## src/rtl/cmd_dispatch_pkg.sv

```systemverilog
`default_nettype none
// ============================================================================
// Module      : cmd_dispatch_pkg
// Description : Shared types and constants for the command dispatcher.
//               Provides the sequencer state encoding, the status byte
//               values returned over the UART, the command field positions
//               and a helper that selects the command bytes echoed back
//               after the status byte.
// Revision    : 1.0 - initial release
// ============================================================================
package cmd_dispatch_pkg;

    // Sequencer states
    typedef enum logic [2:0] {
        IDLE     = 3'd0,
        DECODE   = 3'd1,
        ISSUE    = 3'd2,
        WAIT_ACK = 3'd3,
        RESP     = 3'd4,
        WAIT_TX  = 3'd5
    } state_t;

    // Status bytes returned to the host
    localparam logic [7:0] ST_OK     = 8'hA5;
    localparam logic [7:0] ST_BADTGT = 8'hE1;
    localparam logic [7:0] ST_ERR    = 8'hE2;
    localparam logic [7:0] ST_TMO    = 8'hE3;

    // Command field positions
    localparam int TGT_MSB = 23;
    localparam int TGT_LSB = 22;
    localparam int OP_MSB  = 21;
    localparam int OP_LSB  = 16;

    // Echo byte n (0..2) is the command, most significant byte first.
    function automatic logic [7:0] echo_byte(input logic [23:0] cmd_q,
                                             input logic [1:0]  sel);
        logic [7:0] b;
        case (sel)
            2'd0:    b = cmd_q[23:16];
            2'd1:    b = cmd_q[15:8];
            2'd2:    b = cmd_q[7:0];
            default: b = 8'h00;
        endcase
        return b;
    endfunction

endpackage
`default_nettype wire

```

## src/rtl/cmd_dispatch_timer.sv

```systemverilog
`default_nettype none
// ============================================================================
// Module      : cmd_timeout_timer
// Description : Saturating cycle counter that bounds one target transaction.
//               The count is cleared by clr, advances while en is high and
//               stops at TIMEOUT_CYC (never wraps). expired is high while the
//               count equals TIMEOUT_CYC-1, i.e. on the last permitted wait
//               cycle.
// Ports       : clk, rst     - clock, synchronous active-high reset
//               clr          - zero the count
//               en           - advance the count
//               expired      - last wait cycle reached
// Revision    : 1.0 - initial release
// ============================================================================
module cmd_timeout_timer #(
    parameter int TIMEOUT_CYC = 1000000
) (
    input  logic clk,
    input  logic rst,
    input  logic clr,
    input  logic en,
    output logic expired
);

    localparam int                c_CNT_W = $clog2(TIMEOUT_CYC + 1);
    localparam logic [c_CNT_W-1:0] c_LAST  = c_CNT_W'(TIMEOUT_CYC - 1);
    localparam logic [c_CNT_W-1:0] c_SAT   = c_CNT_W'(TIMEOUT_CYC);

    logic [c_CNT_W-1:0] r_cnt;

    always_ff @(posedge clk) begin
        if (rst || clr) begin
            r_cnt <= '0;
        end else if (en && (r_cnt != c_SAT)) begin
            r_cnt <= r_cnt + c_CNT_W'(1);
        end
    end

    assign expired = (r_cnt == c_LAST);

endmodule
`default_nettype wire

```

## src/rtl/cmd_dispatch.sv

```systemverilog
`default_nettype none
// ============================================================================
// Module      : cmd_dispatch
// Description : Command sequencer between the UART command assembler and the
//               datapath targets. Latches one 24-bit command, issues it to the
//               addressed target over a level req / pulse ack-err handshake,
//               bounds the wait with a timeout and returns a status byte over
//               the UART transmitter. Only one command is in flight.
// Ports       : clk, rst                - clock, synchronous active-high reset
//               cmd_rdy, cmd, clr_cmd_rdy - command intake
//               tgt_req/op/data, tgt_ack/err - target handshake
//               trmt, tx_data, tx_done  - UART transmit handshake
//               busy                    - sequencer not idle
// Options     : CMD_DISPATCH_ECHO_EN - when defined, the three command bytes
//               are transmitted after the status byte (4 bytes total).
// Revision    : 1.0 - initial release
// ============================================================================
module cmd_dispatch
    import cmd_dispatch_pkg::*;
#(
    parameter int NUM_TGT     = 4,
    parameter int TIMEOUT_CYC = 1000000
) (
    input  logic               clk,
    input  logic               rst,
    input  logic               cmd_rdy,
    input  logic [23:0]        cmd,
    output logic               clr_cmd_rdy,
    output logic [NUM_TGT-1:0] tgt_req,
    output logic [5:0]         tgt_op,
    output logic [15:0]        tgt_data,
    input  logic [NUM_TGT-1:0] tgt_ack,
    input  logic [NUM_TGT-1:0] tgt_err,
    output logic               trmt,
    output logic [7:0]         tx_data,
    input  logic               tx_done,
    output logic               busy
);

    state_t             r_state;
    state_t             w_state_nxt;
    logic [23:0]        r_cmd_q;
    logic [NUM_TGT-1:0] r_tgt_req;
    logic [5:0]         r_tgt_op;
    logic [15:0]        r_tgt_data;
    logic [7:0]         r_tx_data;

    logic [1:0]         w_idx;
    logic [NUM_TGT-1:0] w_onehot;
    logic               w_bad_tgt;
    logic               w_sel_ack;
    logic               w_sel_err;
    logic               w_expired;

    logic               w_latch;
    logic               w_issue;
    logic               w_drop;
    logic               w_timer_en;
    logic               w_tx_ld;
    logic [7:0]         w_tx_val;
    logic               w_trmt;

`ifdef CMD_DISPATCH_ECHO_EN
    // Counts bytes already sent for this command: 0 = status byte.
    logic [1:0]         r_byte_cnt;
    logic               w_byte_adv;
`endif

    assign w_idx     = r_cmd_q[TGT_MSB:TGT_LSB];
    assign w_bad_tgt = ({1'b0, w_idx} >= 3'(NUM_TGT));

    // Target decode; an out-of-range index yields no request bit at all.
    for (genvar g = 0; g < NUM_TGT; g++) begin : g_onehot
        assign w_onehot[g] = (w_idx == 2'(g));
    end

    // Only the selected target's responses count; others are masked off.
    assign w_sel_ack = |(tgt_ack & w_onehot);
    assign w_sel_err = |(tgt_err & w_onehot);

    cmd_timeout_timer #(
        .TIMEOUT_CYC (TIMEOUT_CYC)
    ) u_timer (
        .clk     (clk),
        .rst     (rst),
        .clr     (w_issue),
        .en      (w_timer_en),
        .expired (w_expired)
    );

    // ------------------------------------------------------------------
    // State register
    // ------------------------------------------------------------------
    always_ff @(posedge clk) begin
        if (rst) begin
            r_state <= IDLE;
        end else begin
            r_state <= w_state_nxt;
        end
    end

    // ------------------------------------------------------------------
    // Next state and control strobes
    // ------------------------------------------------------------------
    always_comb begin
        w_state_nxt = r_state;
        w_latch     = 1'b0;
        w_issue     = 1'b0;
        w_drop      = 1'b0;
        w_timer_en  = 1'b0;
        w_tx_ld     = 1'b0;
        w_tx_val    = r_tx_data;
        w_trmt      = 1'b0;
`ifdef CMD_DISPATCH_ECHO_EN
        w_byte_adv  = 1'b0;
`endif
        case (r_state)
            IDLE: begin
                if (cmd_rdy) begin
                    w_latch     = 1'b1;
                    w_state_nxt = DECODE;
                end
            end
            DECODE: begin
                if (w_bad_tgt) begin
                    w_tx_ld     = 1'b1;
                    w_tx_val    = ST_BADTGT;
                    w_state_nxt = RESP;
                end else begin
                    w_state_nxt = ISSUE;
                end
            end
            ISSUE: begin
                w_issue     = 1'b1;
                w_state_nxt = WAIT_ACK;
            end
            WAIT_ACK: begin
                w_timer_en = 1'b1;
                // Error beats ack, and either beats a same-cycle timeout.
                if (w_sel_err) begin
                    w_tx_ld     = 1'b1;
                    w_tx_val    = ST_ERR;
                    w_drop      = 1'b1;
                    w_state_nxt = RESP;
                end else if (w_sel_ack) begin
                    w_tx_ld     = 1'b1;
                    w_tx_val    = ST_OK;
                    w_drop      = 1'b1;
                    w_state_nxt = RESP;
                end else if (w_expired) begin
                    w_tx_ld     = 1'b1;
                    w_tx_val    = ST_TMO;
                    w_drop      = 1'b1;
                    w_state_nxt = RESP;
                end
            end
            RESP: begin
                w_trmt      = 1'b1;
                w_state_nxt = WAIT_TX;
            end
            WAIT_TX: begin
                if (tx_done) begin
`ifdef CMD_DISPATCH_ECHO_EN
                    if (r_byte_cnt == 2'd3) begin
                        w_state_nxt = IDLE;
                    end else begin
                        w_tx_ld     = 1'b1;
                        w_tx_val    = echo_byte(r_cmd_q, r_byte_cnt);
                        w_byte_adv  = 1'b1;
                        w_state_nxt = RESP;
                    end
`else
                    w_state_nxt = IDLE;
`endif
                end
            end
            default: begin
                w_state_nxt = IDLE;
            end
        endcase
    end

    // ------------------------------------------------------------------
    // Datapath registers. The request is registered so it rises the cycle
    // after ISSUE and falls the cycle after the WAIT_ACK exit.
    // ------------------------------------------------------------------
    always_ff @(posedge clk) begin
        if (rst) begin
            r_cmd_q    <= '0;
            r_tgt_req  <= '0;
            r_tgt_op   <= '0;
            r_tgt_data <= '0;
            r_tx_data  <= '0;
        end else begin
            if (w_latch) begin
                r_cmd_q <= cmd;
            end
            if (w_issue) begin
                r_tgt_req  <= w_onehot;
                r_tgt_op   <= r_cmd_q[OP_MSB:OP_LSB];
                r_tgt_data <= r_cmd_q[15:0];
            end else if (w_drop) begin
                r_tgt_req  <= '0;
            end
            if (w_tx_ld) begin
                r_tx_data <= w_tx_val;
            end
        end
    end

`ifdef CMD_DISPATCH_ECHO_EN
    always_ff @(posedge clk) begin
        if (rst) begin
            r_byte_cnt <= 2'd0;
        end else if (w_latch) begin
            r_byte_cnt <= 2'd0;
        end else if (w_byte_adv) begin
            r_byte_cnt <= r_byte_cnt + 2'd1;
        end
    end
`endif

    // Pulses are combinational from state; masked so nothing leaks out
    // during a reset cycle.
    assign clr_cmd_rdy = w_latch & ~rst;
    assign trmt        = w_trmt & ~rst;
    assign busy        = (r_state != IDLE);
    assign tgt_req     = r_tgt_req;
    assign tgt_op      = r_tgt_op;
    assign tgt_data    = r_tgt_data;
    assign tx_data     = r_tx_data;

endmodule
`default_nettype wire

```

## config.mk

```make
export PLATFORM = sky130hd
export DESIGN_NAME = cmd_dispatch
export DESIGN_NICKNAME = d
export VERILOG_FILES = /design/src/rtl/cmd_dispatch_pkg.sv /design/src/rtl/cmd_dispatch_timer.sv /design/src/rtl/cmd_dispatch.sv
export SDC_FILE = /design/constraint.sdc
export NUM_CORES = 1
export LEC_CHECK = 0
export BUFFER_PORTS_ARGS = -buffer_cell sky130_fd_sc_hd__buf_2
export CAP_MARGIN = 10
export CORE_ASPECT_RATIO = 1.4
export CORE_MARGIN = 2
export CORE_UTILIZATION = 50
export CTS_CLUSTER_SIZE = 8
export DETAILED_ROUTE_END_ITERATION = 8
export PLACE_DENSITY = 0.81
export SLEW_MARGIN = 5
export SYNTH_ARGS = -nofsm -noshare
export SYNTH_HDL_FRONTEND = slang
export SYNTH_SLANG_ARGS = --single-unit
```

## constraint.sdc

```tcl
create_clock -name clk -period 4.7 [get_ports clk]
set_input_delay 0.94 -clock clk [delete_from_list [all_inputs] [get_ports clk]]
set_output_delay 0.94 -clock clk [all_outputs]
set_load 0.01 [all_outputs]
```

==> flow_results.xml <==
<?xml version="1.0" encoding="UTF-8"?>
<metrics>
  <group name="status">
    <metric name="outcome" unit="">completed</metric>
  </group>
  <group name="critical_path">
    <metric name="endpoint_of_the_lowest_slack_register_to_register_path" unit="">u_timer.r_cnt[12]</metric>
    <metric name="worst-r2r-cell-count" unit="">4</metric>
    <metric name="timing.setup.critical_path_class" unit="">reg -&gt; out</metric>
    <metric name="cp_cell_sequence" unit="">nor3_1 -&gt; nand2_1 -&gt; nor2_1 -&gt; buf_2</metric>
    <metric name="r2r_setup_slack" unit="ns">2.03</metric>
    <metric name="cp_top_family" unit="">simple AND/OR/NAND/NOR gates</metric>
    <metric name="timing.critical_path.fanout_max" unit="">25</metric>
    <metric name="cp-end-kind" unit="">output port</metric>
    <metric name="critical_path.startpoint_type" unit="">flip-flop</metric>
    <metric name="cp.buffers_inverters" unit="">1</metric>
    <metric name="worst_ep_arrival_time" unit="ns">2.08</metric>
    <metric name="crit-reg2reg-launch" unit="">r_state[0]</metric>
    <metric name="cp_slowest_cell" unit="">sky130_fd_sc_hd__nand2_1</metric>
    <metric name="cp_data_required_time" unit="ns">3.76</metric>
    <metric name="critPathMaxStageDelay" unit="ns">0.54</metric>
  </group>
  <group name="die">
    <metric name="floorplan.initialDensity" unit="%">51.4</metric>
    <metric name="die_width" unit="um">73.2</metric>
    <metric name="core-area" unit="sq mm">0.00653</metric>
    <metric name="fp-row-count" unit="">35</metric>
    <metric name="boundaryPins" unit="">73</metric>
    <metric name="die_area" unit="sq mm">0.00739</metric>
    <metric name="die_y" unit="um">101</metric>
  </group>
  <group name="clock_network">
    <metric name="hold_buffers" unit="">0</metric>
    <metric name="cts_buffers" unit="">9</metric>
    <metric name="tritoncts" unit="">built</metric>
    <metric name="max_root_sink_buffers" unit="">2</metric>
    <metric name="postCtsSetupRepairBufs" unit="">0</metric>
    <metric name="ctsResizeCount" unit="">0</metric>
    <metric name="insertion_delay" unit="ns">0.36</metric>
    <metric name="cts-htree-levels" unit="">3</metric>
    <metric name="clock_pin_slew_of_the_registers_on_the_worst_case_setup_and_hold_paths" unit="ns">0.09</metric>
    <metric name="cts_num_sinks" unit="">77</metric>
    <metric name="clockRootBuffer" unit="">sky130_fd_sc_hd__clkbuf_8</metric>
  </group>
  <group name="synth">
    <metric name="synth_top_cell_area_share" unit="%">45.9</metric>
    <metric name="syn_area" unit="sq mm">0.00336</metric>
    <metric name="synth.area.top_cells" unit="">sky130_fd_sc_hd__dfxtp_1 (46%), sky130_fd_sc_hd__nand2_1 (13%), sky130_fd_sc_hd__a21oi_1 (8.5%)</metric>
    <metric name="synth.avg_cell_area" unit="sq um">8.16</metric>
    <metric name="top_flip_flop_cell_by_instance_count_after_synthesis" unit="">sky130_fd_sc_hd__dfxtp_1</metric>
    <metric name="yosysWarnings" unit="">0</metric>
    <metric name="synth_top_cell_by_area" unit="">sky130_fd_sc_hd__dfxtp_1</metric>
    <metric name="yosysSeqAreaShare" unit="%">45.9</metric>
    <metric name="yosys.cell_types.count" unit="">51</metric>
    <metric name="synth-edff-count" unit="">0</metric>
    <metric name="synth-async-reset-ratio" unit="%">0</metric>
    <metric name="synth-seq-cells" unit="">77</metric>
    <metric name="netlist_instances" unit="">411</metric>
  </group>
  <group name="timing">
    <metric name="maxClockFrequency" unit="MHz">332</metric>
    <metric name="whs" unit="ns">0.447</metric>
    <metric name="period_minus_slack" unit="ns">3.02</metric>
    <metric name="tightest_slew" unit="ns">0.888</metric>
    <metric name="setup-violations-final" unit="">0</metric>
    <metric name="timing.final.max_slew_violations" unit="">0</metric>
    <metric name="report.final.hold_viol_count" unit="">0</metric>
    <metric name="rsz_0062_raised_after_global_routing" unit="">false</metric>
    <metric name="tns_setup" unit="ns">0</metric>
    <metric name="timing.final.crit_share" unit="%">64.1</metric>
    <metric name="maxSlewHeadroom" unit="%">40.8</metric>
    <metric name="clock_skew" unit="ns">0.0112</metric>
  </group>
  <group name="drt">
    <metric name="avgViaCountPerCell" unit="">5.70</metric>
    <metric name="wire_per_inst" unit="um">14.1</metric>
    <metric name="ant_nets" unit="">0</metric>
    <metric name="residual_drc_count" unit="">0</metric>
    <metric name="drtPass1Iterations" unit="">4</metric>
    <metric name="vias" unit="">3100</metric>
    <metric name="first_iter_violations" unit="">312</metric>
    <metric name="total_wirelength_of_the_detailed_routed_design" unit="um">7690</metric>
  </group>
  <group name="job">
    <metric name="max_cap_viol_count" unit="">0</metric>
  </group>
  <group name="global_route">
    <metric name="grt_antenna_before_repair" unit="">0</metric>
    <metric name="number_of_global_route_vias_before_repair" unit="">2910</metric>
    <metric name="grtUsageMet3" unit="%">3.70</metric>
    <metric name="groute.layer.met2.usage" unit="%">37.6</metric>
    <metric name="global_route.usage.met1" unit="%">24.9</metric>
    <metric name="grt-ovfl-total" unit="">0</metric>
    <metric name="maximum_number_of_pins_on_one_net_before_global_route_repair" unit="">44</metric>
    <metric name="grt.total_usage" unit="%">21.7</metric>
    <metric name="global_route_wire_length_before_repair" unit="um">12700</metric>
    <metric name="gr-max-usage-layer" unit="">met2</metric>
  </group>
  <group name="pwr">
    <metric name="worst_ir_drop_vdd" unit="V">0.000216</metric>
    <metric name="power.static_leakage" unit="nW">1.54</metric>
    <metric name="power.density" unit="mW/mm^2">347</metric>
  </group>
  <group name="hold_path">
    <metric name="min_delay_path_depth" unit="">2</metric>
    <metric name="worst_hold_path.endpoint" unit="">tgt_op[4]</metric>
    <metric name="hold_path.class" unit="">reg -&gt; reg</metric>
    <metric name="hp_start" unit="">r_cmd_q[20]</metric>
  </group>
  <group name="placed_design">
    <metric name="numPortBuffers" unit="">70</metric>
    <metric name="hpwl" unit="um">5290</metric>
    <metric name="place_inst" unit="">528</metric>
    <metric name="gpl.final_weighted_congestion" unit="">0.876</metric>
  </group>
  <group name="finish">
    <metric name="drive_above_1_share" unit="%">21.1</metric>
    <metric name="final_common_cell" unit="">sky130_fd_sc_hd__nand2_1</metric>
    <metric name="final_nets" unit="">503</metric>
    <metric name="mostFrequentLayoutCells" unit="">sky130_fd_sc_hd__nand2_1 (115), sky130_fd_sc_hd__dfxtp_1 (77), sky130_fd_sc_hd__buf_2 (70)</metric>
    <metric name="antennaDiodeCount" unit="">0</metric>
    <metric name="final_cells" unit="">544</metric>
    <metric name="syn2layout_area_growth" unit="%">15.1</metric>
  </group>
</metrics>
## state kept, by name, summed over array words and instances, names as in the netlist
name / cells
tgt_req: 4
tgt_op: 6
tgt_data: 16
r_state: 3
r_cmd_q: 24
u_timer.r_cnt: 20
tx_data: 4
## tightest hold or removal path, cell delays in order (launching register included)
cell and delay (ns):
sky130_fd_sc_hd__dfxtp_1 0.31, sky130_fd_sc_hd__nand2_1 0.05, sky130_fd_sc_hd__a21oi_1 0.05
## report_power, final
part           internal (mW)  switching (mW)  total, mW  leakage (nW)
Sequential             0.680          0.0245      0.705         0.625
Combinational         0.0545           0.100      0.155         0.823
Clock                  0.216           0.266      0.482        0.0958
## routing by layer
metal / share of wire, % / routed length [um]
met1: 41 / 3160
met2: 52 / 4030
met5: 0 / 0
met4: 1.5 / 112
met3: 5.0 / 386
## layout make-up
| class | instances | area, sq um |
|---|---|---|
| clock buffer | 10 | 138 |
| inverter | 7 | 26.3 |
| clock inverter | 6 | 53.8 |
| tap | 74 | 92.6 |
| fill | 565 | 2660 |
| timing repair buffer | 72 | 365 |
| multi-input combinational | 298 | 1650 |
| sequential | 77 | 1540 |
## cells by family (layout without fill, tap and decap cells)
family                     count (synthesis)  after routing  synth area share, %
xor gates and xnor gates                   5              5                 1.30
AOI/OAI and AO/OA                         97             97                 17.4
buffers and inverters                     37             95                 5.15
adders and majority gates                  2              2                0.746
muxes                                      5              5                 2.24
DFF                                       77             77                 45.9
other                                      1              2                0.112
and+or+nand+nor                          187            187                 27.1
## synth_stat cells, types with 2 or more instances
master and n:
sky130_fd_sc_hd__nand2_1 115, sky130_fd_sc_hd__and3_1 5, sky130_fd_sc_hd__nor2_1 13, sky130_fd_sc_hd__inv_1 7
sky130_fd_sc_hd__a41o_1 3, sky130_fd_sc_hd__or3_1 4, sky130_fd_sc_hd__nand4_1 5, sky130_fd_sc_hd__a21oi_1 57
sky130_fd_sc_hd__nand3_1 10, sky130_fd_sc_hd__clkbuf_1 15, sky130_fd_sc_hd__and4b_1 3, sky130_fd_sc_hd__o31ai_1 8
sky130_fd_sc_hd__xor2_1 5, sky130_fd_sc_hd__o21a_1 2, sky130_fd_sc_hd__and4_1 5, sky130_fd_sc_hd__buf_2 9
sky130_fd_sc_hd__buf_4 6, sky130_fd_sc_hd__a32oi_1 2, sky130_fd_sc_hd__o2111a_1 2, sky130_fd_sc_hd__nor3_1 3
sky130_fd_sc_hd__mux4_2 2, sky130_fd_sc_hd__dfxtp_1 77, sky130_fd_sc_hd__nor3b_1 2, sky130_fd_sc_hd__o21ai_0 10
sky130_fd_sc_hd__nand2b_1 2, sky130_fd_sc_hd__ha_1 2, sky130_fd_sc_hd__and2_1 3, sky130_fd_sc_hd__a31oi_1 5
sky130_fd_sc_hd__or4_1 4, sky130_fd_sc_hd__a2111o_1 2, sky130_fd_sc_hd__mux2i_1 3
## through the flow
step / cell area, sq um / util, % / setup WS, ns / power (mW)
detailed placement: 3670 / 56.3 / 1.83 / 0.874
global placement: 3670 / 56.3 / 1.82 / 0.869
floorplan: 3360 / - / 2.16 / 0.828
CTS: 3860 / 59.2 / 1.69 / 1.35
finish: 3860 / 59.2 / 1.68 / 1.34
global route: 3860 / 59.2 / 1.48 / 1.40
## worst max path at each step
stage	endpoint	start	cells after the start
2_1_floorplan	clr_cmd_rdy	rst	3
3_3_place_gp	clr_cmd_rdy	cmd_rdy	4
3_5_place_dp	clr_cmd_rdy	cmd_rdy	4
4_1_cts	clr_cmd_rdy	r_state[0]	4
5_1_grt	clr_cmd_rdy	r_state[0]	4
6_report	clr_cmd_rdy	r_state[0]	4
(Power assumes the default switching activity.)
